### config.mk
export PLATFORM = sky130hd
export DESIGN_NAME = inst_fetch_buffer
export DESIGN_NICKNAME = d
export VERILOG_FILES = /design/src/rtl/inst_fetch_buffer_pkg.sv /design/src/rtl/inst_fetch_buffer_storage.sv /design/src/rtl/inst_fetch_buffer.sv
export SDC_FILE = /design/constraint.sdc
export NUM_CORES = 1
export LEC_CHECK = 0
export BUFFER_PORTS_ARGS = -buffer_cell sky130_fd_sc_hd__buf_2
export CORE_MARGIN = 4
export CORE_UTILIZATION = 40
export CTS_CLUSTER_SIZE = 14
export DETAILED_ROUTE_END_ITERATION = 8
export SYNTH_ARGS = -nofsm -noshare
export SYNTH_HDL_FRONTEND = slang
export SYNTH_HIERARCHICAL = 1
export SYNTH_SLANG_ARGS = --single-unit
### constraint.sdc
create_clock -name clk -period 7.9 [get_ports clk]
set_clock_uncertainty 0.1 [all_clocks]
set_input_delay 0.79 -clock clk [delete_from_list [all_inputs] [get_ports clk]]
set_output_delay 0.79 -clock clk [all_outputs]
set_load 0.02 [all_outputs]
### src/rtl/inst_fetch_buffer_pkg.sv
// Shared types and constants for the instruction fetch buffer.
// Entries carry a {pc, instruction} pair as returned by the icache.
package inst_fetch_buffer_pkg;

    localparam int unsigned IFB_ADDR_W = 32;
    localparam int unsigned IFB_INST_W = 32;

    typedef struct packed {
        logic [IFB_ADDR_W-1:0] pc;
        logic [IFB_INST_W-1:0] inst;
    } fetch_entry_t;

    // Pointer width for a power-of-two circular buffer of the given depth.
    function automatic int unsigned ptr_width(input int unsigned depth);
        return $clog2(depth);
    endfunction

endpackage

### src/rtl/inst_fetch_buffer_storage.sv
// Entry array for the fetch buffer: two write ports at consecutive tail slots,
// two asynchronous read ports at the head and head+1 slots. Contents are not reset.
module ifb_storage
    import inst_fetch_buffer_pkg::*;
#(
    parameter int unsigned DEPTH = 8,
    localparam int unsigned PTR_W = ptr_width(DEPTH)
) (
    input  logic             i_clk,
    input  logic             i_we_0,
    input  logic [PTR_W-1:0] i_waddr_0,
    input  fetch_entry_t     i_wdata_0,
    input  logic             i_we_1,
    input  logic [PTR_W-1:0] i_waddr_1,
    input  fetch_entry_t     i_wdata_1,
    input  logic [PTR_W-1:0] i_raddr_0,
    input  logic [PTR_W-1:0] i_raddr_1,
    output fetch_entry_t     o_rdata_0,
    output fetch_entry_t     o_rdata_1
);

    fetch_entry_t r_mem [DEPTH];

    // Write addresses are always tail and tail+1, so the two ports never collide.
    always_ff @(posedge i_clk) begin
        if (i_we_0) begin
            r_mem[i_waddr_0] <= i_wdata_0;
        end
        if (i_we_1) begin
            r_mem[i_waddr_1] <= i_wdata_1;
        end
    end

    assign o_rdata_0 = r_mem[i_raddr_0];
    assign o_rdata_1 = r_mem[i_raddr_1];

endmodule

### src/rtl/inst_fetch_buffer.sv
// Two-in/two-out in-order instruction buffer between fetch and decode.
// Show-ahead outputs, fetch pause when fewer than two slots are free, flush on redirect.
module inst_fetch_buffer
    import inst_fetch_buffer_pkg::*;
#(
    parameter int unsigned DEPTH  = 8,
    parameter int unsigned ADDR_W = IFB_ADDR_W,
    parameter int unsigned INST_W = IFB_INST_W
) (
    input  logic                   clk,
    input  logic                   rst,
    input  logic                   flush,
    input  logic                   inst_valid_i_1,
    input  logic                   inst_valid_i_2,
    input  logic [ADDR_W-1:0]      pc_i_1,
    input  logic [ADDR_W-1:0]      pc_i_2,
    input  logic [INST_W-1:0]      inst_i_1,
    input  logic [INST_W-1:0]      inst_i_2,
    input  logic                   decode_pause_i,
    output logic                   fetch_pause_o,
    output logic                   inst_valid_o_1,
    output logic                   inst_valid_o_2,
    output logic [ADDR_W-1:0]      pc_o_1,
    output logic [ADDR_W-1:0]      pc_o_2,
    output logic [INST_W-1:0]      inst_o_1,
    output logic [INST_W-1:0]      inst_o_2,
    output logic [$clog2(DEPTH):0] count_o
);

    localparam int unsigned PTR_W = ptr_width(DEPTH);
    localparam int unsigned CNT_W = PTR_W + 1;

    logic [PTR_W-1:0] r_head;
    logic [PTR_W-1:0] r_tail;
    logic [CNT_W-1:0] r_count;

    logic             w_pause;
    logic             w_enq_ok;
    logic [1:0]       w_n_enq;
    logic [1:0]       w_n_deq;
    logic             w_we_0;
    logic             w_we_1;
    fetch_entry_t     w_wdata_0;
    fetch_entry_t     w_wdata_1;
    fetch_entry_t     w_rdata_0;
    fetch_entry_t     w_rdata_1;
    logic [PTR_W-1:0] w_head_d;
    logic [PTR_W-1:0] w_tail_d;
    logic [CNT_W-1:0] w_count_d;

    // Registered count only: pausing never depends on same-cycle dequeue.
    assign w_pause  = r_count > CNT_W'(DEPTH - 2);
    assign w_enq_ok = ~flush & ~w_pause;

    always_comb begin
        w_n_enq   = 2'd0;
        w_we_0    = 1'b0;
        w_we_1    = 1'b0;
        w_wdata_0 = '0;
        w_wdata_1 = '0;
        if (w_enq_ok) begin
            w_n_enq = {1'b0, inst_valid_i_1} + {1'b0, inst_valid_i_2};
            w_we_0  = inst_valid_i_1 | inst_valid_i_2;
            w_we_1  = inst_valid_i_1 & inst_valid_i_2;
        end
        // A lone slot-2 entry is compacted down to the tail slot.
        w_wdata_0.pc   = inst_valid_i_1 ? pc_i_1 : pc_i_2;
        w_wdata_0.inst = inst_valid_i_1 ? inst_i_1 : inst_i_2;
        w_wdata_1.pc   = pc_i_2;
        w_wdata_1.inst = inst_i_2;
    end

    always_comb begin
        w_n_deq = 2'd0;
        if (!decode_pause_i) begin
            if (r_count >= CNT_W'(2)) begin
                w_n_deq = 2'd2;
            end else if (r_count == CNT_W'(1)) begin
                w_n_deq = 2'd1;
            end
        end
    end

    always_comb begin
        w_head_d  = r_head + PTR_W'(w_n_deq);
        w_tail_d  = r_tail + PTR_W'(w_n_enq);
        w_count_d = r_count + CNT_W'(w_n_enq) - CNT_W'(w_n_deq);
        if (flush) begin
            w_head_d  = '0;
            w_tail_d  = '0;
            w_count_d = '0;
        end
    end

    always_ff @(posedge clk) begin
        if (rst) begin
            r_head  <= '0;
            r_tail  <= '0;
            r_count <= '0;
        end else begin
            r_head  <= w_head_d;
            r_tail  <= w_tail_d;
            r_count <= w_count_d;
        end
    end

    ifb_storage #(
        .DEPTH (DEPTH)
    ) u_storage (
        .i_clk     (clk),
        .i_we_0    (w_we_0),
        .i_waddr_0 (r_tail),
        .i_wdata_0 (w_wdata_0),
        .i_we_1    (w_we_1),
        .i_waddr_1 (r_tail + PTR_W'(1)),
        .i_wdata_1 (w_wdata_1),
        .i_raddr_0 (r_head),
        .i_raddr_1 (r_head + PTR_W'(1)),
        .o_rdata_0 (w_rdata_0),
        .o_rdata_1 (w_rdata_1)
    );

    assign fetch_pause_o  = w_pause;
    assign inst_valid_o_1 = (r_count >= CNT_W'(1)) & ~flush;
    assign inst_valid_o_2 = (r_count >= CNT_W'(2)) & ~flush;
    assign pc_o_1         = w_rdata_0.pc;
    assign pc_o_2         = w_rdata_1.pc;
    assign inst_o_1       = w_rdata_0.inst;
    assign inst_o_2       = w_rdata_1.inst;
    assign count_o        = r_count;

endmodule

==> reports/metrics.yaml <==
power_frac_clock_pct: 36.3
critPathLaunchType: "flip-flop"
synthTopCellsByCount: "655 x mux2_2, 512 x edfxtp_1, 256 x mux4_2"
p_leak_nw: 11.6
drv_cap: 0
dr.pass1.iters: 5
postSynthAreaPerCell_sq_um: 18.1
min_path_type: "in -> reg"
rsz0062_at_grt: "false"
internal-power_mw: 5.46
top_usage_layer: "met2"
p_seq_share_pct: 43.9
vdd_drop_max_mv: 0.151
port_buffers: 268
slew_headroom_pct: 29.4
met3_usage_pct: 3.07
required_ps: 7010
synthArstFlopShare_pct: 0
reg2regPathDepth: 8
cp_max_fo: 47
setup_violations: 0
routed_wl_um: 89100
clockBufferDepth: 3
switching_share_pct: 26.6
antenna_found_initial: 10
power_frac_comb_pct: 19.8
cts_sinks: 522
worst_slew_pin_slew_ps: 1060
power_mw: 7.44
final.min_clock_period_ps: 5030
drive_above_1_share_pct: 68.6
drc: 0
place.gp.congestion: 0.733
via_per_inst: 5.89
end_kind: "output port"
synth_top_cell_area_share_pct: 49.6
ctsHtreeMaxLevel: 2
grt_max_degree: 66
synth-seq-cells: 522
yosys-top-cells-area: "edfxtp_1 50%, mux2_2 24%, mux4_2 19%, mux2_4 2.4%, buf_6 1.1%"
antenna_left: 0
core-area_sq_mm: 0.0763
track_usage_pct: 21.3
startpoint: "r_head[0]"
drt_iter0_markers: 1128
drv_slew: 0
r2r_slack_ps: 3800
clkLatencyLatePin_ps: 600
synth_nets: 1858
synth_edf_count: 512
worst_hold_slack_ps: 399
start_util_pct: 40.6
critPathCapture: "pc_o_1[7]"
cts_buffers: 58
grt_use_met1_pct: 27.3
dp_hpwl_um: 51100
clockRootBuffer: "clkbuf_16"
die_area_sq_mm: 0.0820
cts_tree: "built"
seq_area_frac_synth_pct: 50.3
grtUsageMet2_pct: 38.1
cts.clk_slew.worst_paths_ps: 60
grt_overflow: 0
fin_nets: 2089
grt_pass1_wl_um: 129000
finalSetupTns_ps: 0
crit_arrival_ps: 4140
r2r_start: "count_o[3]"
hold_buffers: 0
critical_path_class: "reg -> out"
cts_setup_buffers: 0
synth.largest_area_cell: "edfxtp_1"
grt_pass1_vias: 19400
hold_viol_final: 0
synth_cell_types: 36
dieHeight_um: 286
routedWlPerCell_um: 29.5
std_cell_rows: 101
via_count: 17800
fmax_mhz: 199
num_io_pins: 269
ys_warn_count: 6
synthCells: 1708
p_sw_mw: 1.98
powerDensity_mw_per_mm2: 212
status: "complete, no violations"
fin_crit_sh_pct: 63.7
yosysMostFrequentCell: "mux2_2"
cts.repair.resized: 0
netlist_area_sq_mm: 0.0310
synthToLayoutAreaGrowth_pct: 13.3
fp.dieW_um: 286
synth_flop_cell: "edfxtp_1"
r2r_end: "u_storage/r_mem[2][28]"
per-stage QoR:
| stage | cell area, sq um | util (%) | instances | setup slack [ps] |
|---|---|---|---|---|
| detailed placement | 33200 | 43.5 | 2909 | 3210 |
| global placement | 33200 | 43.5 | 2909 | 3250 |
| finish | 35100 | 46.0 | 3022 | 2870 |
| global route | 35100 | 46.0 | 3020 | 2550 |
| CTS | 35100 | 46.0 | 3016 | 2710 |
| floorplan | 31000 | - | 1708 | 940 |
power groups by stage:
| stage | Combinational (mW) | Clock [mW] | Sequential [mW] |
|---|---|---|---|
| 2_1_floorplan | 1.00 | 0 | 3.30 |
| 3_3_place_gp | 1.47 | 0 | 3.32 |
| 3_5_place_dp | 1.49 | 0 | 3.33 |
| 4_1_cts | 1.50 | 2.78 | 3.27 |
| 5_1_grt | 1.57 | 2.88 | 3.28 |
| 6_report | 1.47 | 2.70 | 3.27 |
how the worst min path moves through the flow:
stage / from / to / slack [ps] / cells past startpoint
global placement: r_tail[2] / r_tail[2] / 530 / 2
floorplan: r_head[2] / r_head[2] / 430 / 2
detailed placement: r_tail[2] / r_tail[2] / 520 / 2
global route: rst / count_o[3] / 410 / 3
CTS: rst / count_o[3] / 360 / 3
finish: rst / count_o[3] / 400 / 3
registers in the layout, indices dropped and copies added (netlist names):
name,count
u_storage/r_mem,512
count_o,4
r_head,3
r_tail,3
routing by layer:
| layer | vias up | routed length, um |
|---|---|---|
| li1 | 7607 | - |
| met1 | 9505 | 36100 |
| met2 | 548 | 46300 |
| met3 | 125 | 4630 |
| met4 | 6 | 2130 |
| met5 | - | 34 |
layout make-up:
class,instances,area [sq um]
fillers,6702,41200
diodes,6,15.0
inverters,19,78.8
multi-input cells,1033,14600
flip-flops and latches,522,15600
clock buffers,73,1530
clock inverters,34,339
repair buffers,305,1650
well taps,1030,1290
cells by family after synthesis:
| kind of cell | count (synthesis) | synth area share, % |
|---|---|---|
| xor gates and xnor gates | 5 | 0.141 |
| DFF | 522 | 50.3 |
| adders and majority gates | 16 | 0.743 |
| AOI/OAI and AO/OA | 13 | 0.291 |
| muxes | 961 | 44.8 |
| buffers and inverters | 153 | 2.99 |
| and+or+nand+nor | 38 | 0.759 |
cells in the final DEF (no fill, tap or decap), drive strengths merged, types with 4 or more instances in the layout:
cell and count:
mux2 704, edfxtp 512, buf 305, mux4 256, clkbuf 73, clkinv 24
inv 20, ha 12, dfxtp 10, nor2 9, bufinv 7, diode 6
nand2 6, and2 5, xor2 5, fa 4, o21ai 4
worst max-delay path, cell delays in order, from the launching register on:
cell,delay [ps]
dfxtp_4,660
buf_4,790
buf_4,920
mux4_2,610
mux2_2,310
buf_2,170
(Power assumes the default switching activity.)
